**config.mk**
```make
export PLATFORM = sky130hd
export DESIGN_NAME = pp_filter_scheduler
export DESIGN_NICKNAME = d
export VERILOG_FILES = /design/src/rtl/pp_filter_scheduler.sv
export SDC_FILE = /design/constraint.sdc
export NUM_CORES = 1
export LEC_CHECK = 0
export ABC_AREA = 1
export BUFFER_PORTS_ARGS = -buffer_cell sky130_fd_sc_hd__buf_4
export CAP_MARGIN = 10
export CORE_ASPECT_RATIO = 0.7
export CORE_MARGIN = 4
export CORE_UTILIZATION = 60
export CTS_CLUSTER_DIAMETER = 200
export DETAILED_ROUTE_END_ITERATION = 7
export GPL_TIMING_DRIVEN = 0
export PLACE_DENSITY = 0.87
export SLEW_MARGIN = 20
export SYNTH_ARGS = -nofsm -noshare
export SYNTH_HDL_FRONTEND = slang
export SYNTH_SLANG_ARGS = --single-unit
```
**constraint.sdc**
```tcl
create_clock -name clk -period 11.8 [get_ports clk]
set_input_delay 0.59 -clock clk [delete_from_list [all_inputs] [get_ports clk]]
set_output_delay 0.59 -clock clk [all_outputs]
set_load 0.005 [all_outputs]
```
**src/rtl/pp_filter_scheduler.sv**
```systemverilog
// pp_filter_scheduler: frame sequencer and stack-SRAM arbiter between the LR check and the two hole-filling engines
// Optional feature macro: PP_DRAIN_TIMEOUT_EN (adds the DRAIN watchdog and the sticky timeout flag)
// Ports:
//   clk, rst, clken              clock, synchronous active-high reset, global clock enable
//   frame_start                  one-cycle frame start pulse, honoured only while idle
//   postprocessing_sel           1 = five-direction filler (engine 1), 0 = window filter (engine 0)
//   width, height                frame geometry, latched at frame start
//   valid_in                     LR-check pixel valid
//   en_e1, en_e0                 per-engine enables, only the frame owner can be enabled
//   sram_e1, sram_e0, sram_out   engine stack-SRAM control buses and the shared SRAM bus
//   disp_e1/valid_e1, disp_e0/valid_e0   engine outputs
//   disp_out, valid_out          owner engine output, zero while idle or done
//   busy, frame_done, timeout    status: running/draining, end-of-frame pulse, sticky drain timeout
module pp_filter_scheduler #(
   parameter int DWIDTH    = 16,
   parameter int AWIDTH    = 11,
   parameter int DRAIN_MAX = 4096
) (
   input  logic                  clk,
   input  logic                  rst,
   input  logic                  clken,
   input  logic                  frame_start,
   input  logic                  postprocessing_sel,
   input  logic [10:0]           width,
   input  logic [10:0]           height,
   input  logic                  valid_in,
   output logic                  en_e1,
   output logic                  en_e0,
   input  logic [4+4*AWIDTH-1:0] sram_e1,
   input  logic [4+4*AWIDTH-1:0] sram_e0,
   output logic [4+4*AWIDTH-1:0] sram_out,
   input  logic [DWIDTH-1:0]     disp_e1,
   input  logic                  valid_e1,
   input  logic [DWIDTH-1:0]     disp_e0,
   input  logic                  valid_e0,
   output logic [DWIDTH-1:0]     disp_out,
   output logic                  valid_out,
   output logic                  busy,
   output logic                  frame_done,
   output logic                  timeout
);
   typedef enum logic [1:0] {IDLE = 2'd0, RUN = 2'd1, DRAIN = 2'd2, DONE = 2'd3} state_t;
   state_t state, state_n;
   logic sel_q;
   logic [10:0] width_q, height_q, col, row;
   logic [21:0] out_cnt, out_cnt_n, total;
   logic active, start_acc, accept, col_wrap, last_px, out_inc, drained, tmo_hit;
   assign active    = (state == RUN) | (state == DRAIN);
   assign start_acc = clken & frame_start & (state == IDLE);
   assign accept    = valid_in & clken & (state == RUN);
   assign en_e1     = accept & sel_q;
   assign en_e0     = accept & ~sel_q;
   assign col_wrap  = col == width_q - 11'd1;
   assign last_px   = col_wrap & (row == height_q - 11'd1);
   assign sram_out  = active ? (sel_q ? sram_e1 : sram_e0) : '0;
   assign valid_out = active & (sel_q ? valid_e1 : valid_e0);
   assign disp_out  = active ? (sel_q ? disp_e1 : disp_e0) : '0;
   assign busy       = active;
   assign frame_done = state == DONE;
   assign total     = {11'd0, width_q} * {11'd0, height_q};
   assign out_inc   = valid_out & clken;
   // completion sees an output arriving in the same cycle
   assign out_cnt_n = out_cnt + {21'd0, out_inc};
   assign drained   = out_cnt_n >= total;
   always_comb begin
      state_n = state;
      if (clken)
         case (state)
            IDLE:    if (frame_start) state_n = (width == 11'd0 || height == 11'd0) ? DONE : RUN;
            RUN:     if (accept && last_px) state_n = DRAIN;
            DRAIN:   state_n = (drained || tmo_hit) ? DONE : DRAIN;
            default: state_n = IDLE;
         endcase
   end
   always_ff @(posedge clk) begin
      if (rst) begin
         state    <= IDLE;
         sel_q    <= 1'b0;
         width_q  <= '0;
         height_q <= '0;
         col      <= '0;
         row      <= '0;
         out_cnt  <= '0;
      end else begin
         state <= state_n;
         if (start_acc) begin
            sel_q    <= postprocessing_sel;
            width_q  <= width;
            height_q <= height;
            col      <= '0;
            row      <= '0;
            out_cnt  <= '0;
         end
         if (accept) begin
            col <= col_wrap ? 11'd0 : col + 11'd1;
            if (col_wrap) row <= row + 11'd1;
         end
         if (out_inc) out_cnt <= out_cnt_n;
      end
   end
`ifdef PP_DRAIN_TIMEOUT_EN
   localparam int DCW = $clog2(DRAIN_MAX) + 1;
   localparam logic [DCW-1:0] DRAIN_LAST = DCW'(DRAIN_MAX - 1);
   logic [DCW-1:0] drain_cnt;
   logic timeout_q;
   // the counter idles at zero so it always starts from zero on entry to DRAIN
   assign tmo_hit = clken & (state == DRAIN) & ~drained & (drain_cnt == DRAIN_LAST);
   assign timeout = timeout_q;
   always_ff @(posedge clk) begin
      if (rst) begin
         drain_cnt <= '0;
         timeout_q <= 1'b0;
      end else if (clken) begin
         drain_cnt <= (state == DRAIN) ? drain_cnt + 1'b1 : '0;
         if (start_acc) timeout_q <= 1'b0;
         else if (tmo_hit) timeout_q <= 1'b1;
      end
   end
`else
   assign tmo_hit = 1'b0;
   assign timeout = 1'b0;
`endif
endmodule
```
==> results.yml <==
pwr:
  clock_power_share_pct: 29.5
  sw_frac_of_total_pct: 40.4
  powerDensity_mw_per_mm2: 78.9
  p_sw_w: 0.000396
  p_leak_nw: 6.77
  pwr-share-comb_pct: 44.9
  sequentialPowerShare_pct: 25.6
  p_int_w: 0.000585
  irDropWorstVdd_v: 0.0000699
place:
  dpl_cell_area_mm2: 0.0121
  numPortBuffers: 225
  dpl.hpwl_um: 27600
  place.gp.congestion: 0.950
  post-place-ws_ps: 4990
sta:
  setup_viol: 0
  setup_ws_ps: 4840
  tightest_slew_ps: 693
  slew_headroom_pct: 53.3
  fin_crit_ps: 6960
  finalCritPeriodShare_pct: 59.0
  fmax_ghz: 0.144
  finalHoldViolCount: 0
  rsz0062_at_grt: "false"
  tns_ps: 0
  slew_violations: 0
  fin_skew_ps: 9.83
  whs_ps: 480
route:
  drc: 0
  avgViaCountPerCell: 5.43
  first_iter_violations: 1283
  ant_nets: 0
  first_pass_iters: 6
  vias: 11100
  wire_per_inst_um: 16.2
  routed_wl_um: 33300
critical_path:
  r2r-end: "state[0]"
  path_common_cell: "nand2_1"
  crit_path_top_delay_cell: "fa_1"
  r2r_slack_ps: 4840
  endpoint: "state[0]"
  cp.arrival_ps: 7240
  cp-end-kind: "register"
  r2r.worst_path.cells: 32
  worst_r2r_startpoint: "height_q[5]"
  cpPeakStageDelay_ps: 590
  path_class: "reg2reg"
  startpoint_type: "register"
  required_ps: 12080
  startpoint: "height_q[5]"
  cp_max_fo: 10
cells_and_area:
  diodes: 0
  area_delta_synth_final_pct: 22.4
  drive_above_1_share_pct: 15.3
  final_util_pct: 75.6
  layout_common_cells: "394 x nand2_1, 262 x inv_1, 226 x buf_4"
  finish.instance_area_mm2: 0.0124
  final_common_cell: "nand2_1"
  nets: 2152
clock_network:
  h-tree-depth: 3
  cts_made_buffers: 9
  cts_tree: "yes"
  cts_root_buf: "clkbuf_16"
  post_cts_buffers: 0
  clk_pin_slew_worst_paths_ps: 70
  clockBufferDepth: 2
  cts_num_sinks: 69
  clk_latency_ps: 350
  post_cts_resized: 0
  cts_hold_buf: 0
job:
  cap_violations: 0
hold_path:
  hold_class: "reg2reg"
yosys:
  synth-seq-area-share_pct: 13.6
  ys_seq_elements: 69
  yosysWarnings: 0
  synth_ff_type: "dfxtp_1"
  syn_inst: 1585
  synth_edf_count: 0
  synthArstFlopShare_pct: 0
  ys_types: 45
  syn_avg_cell_area_um2: 6.41
  syn_area_mm2: 0.0102
  synth_nets: 1916
floorplan:
  ios: 228
  die_area_mm2: 0.0191
  core_mm2: 0.0164
  dieWidth_um: 164
  row_count: 39
  start_util_pct: 61.8
  die_h_um: 117
global_routing:
  grtUsageTotal_pct: 33.9
  overflow: 0
  antenna_found_initial: 0
  grt_pass1_wl_um: 51300
  grt_max_degree: 14
  grt_pass1_vias: 10200
run_status:
  status: "finished, final reports clean"
[synthesized netlist by cell type (all sizes together), types with 8 or more instances]
| cell type | count | area, um^2 |
|---|---|---|
| a21oi | 95 | 498 |
| fa | 80 | 1600 |
| nand3 | 69 | 375 |
| nor4 | 8 | 50.1 |
| ha | 93 | 1160 |
| clkbuf | 63 | 236 |
| xor2 | 29 | 269 |
| nand2 | 399 | 1520 |
| nor3 | 13 | 81.3 |
| o21ai | 115 | 579 |
| dfxtp | 69 | 1380 |
| xnor2 | 29 | 254 |
| nand4 | 15 | 93.8 |
| nor2 | 212 | 838 |
| inv | 266 | 998 |
[state kept, by name (all words and copies together) (netlist names)]
signal	flops
out_cnt	22
col	11
height_q	11
row	11
width_q	11
state	2
sel_q	1
[critical path: cells and delay by family (launching register included)]
kind,cells,cell delay (ps)
AO/OA/AOI/OAI,5,720
AND/OR/NAND/NOR,15,1530
buffers and inverters,5,1010
flip-flops,1,310
adder cells (fa/ha/maj),7,3310
[worst min path at each step]
stage	slack, ps	cells after the start	startpoint	endpoint
after floorplan	450	2	out_cnt[0]	out_cnt[0]
after global placement	470	2	out_cnt[4]	out_cnt[4]
after detailed placement	470	2	out_cnt[4]	out_cnt[4]
after CTS	480	2	out_cnt[4]	out_cnt[4]
after global routing	520	2	out_cnt[4]	out_cnt[4]
final	480	2	out_cnt[4]	out_cnt[4]
[power by group through the flow]
stage / Clock, W / Combinational, W / Sequential [W]
floorplan: 0 / 0.000261 / 0.000252
global placement: 0 / 0.000417 / 0.000255
detailed placement: 0 / 0.000426 / 0.000256
CTS: 0.000289 / 0.000431 / 0.000251
global route: 0.000299 / 0.000486 / 0.000252
finish: 0.000289 / 0.000441 / 0.000251
[area by class of cell]
cell class | instances | area (um^2)
Fill cell | 1333 | 4010
Timing Repair Buffer | 225 | 1690
Clock inverter | 6 | 68.8
Multi-Input combinational cell | 1179 | 7480
Buffer | 69 | 294
Inverter | 268 | 1010
Sequential cell | 69 | 1380
Tap cell | 225 | 282
Clock buffer | 10 | 239
[per-layer routing]
metal  vias to the layer above  global-route usage, %  share of wire [%]
met5                         -                      0                  0
met4                         0                   8.21                2.2
met3                        63                   9.17                 11
met2                       626                   51.3                 44
met1                      5068                   48.7                 42
li1                       5379                      -                  -
[cell families after synthesis]
logic type	Yosys count	synth area share, %
other cells	1	0.0369
flops	69	13.6
fa+ha+maj	173	27.2
xor+xnor	58	5.15
buf+inv	337	12.8
simple gates	721	29.4
compound gates	226	11.8
[through the flow]
step / instances / total power (W)
final: 2051 / 0.000981
after global routing: 2051 / 0.00104
after CTS: 2051 / 0.000971
after detailed placement: 2035 / 0.000681
after global placement: 2035 / 0.000673
after floorplan: 1585 / 0.000513
No activity file was read; power rests on OpenSTA's default activity.
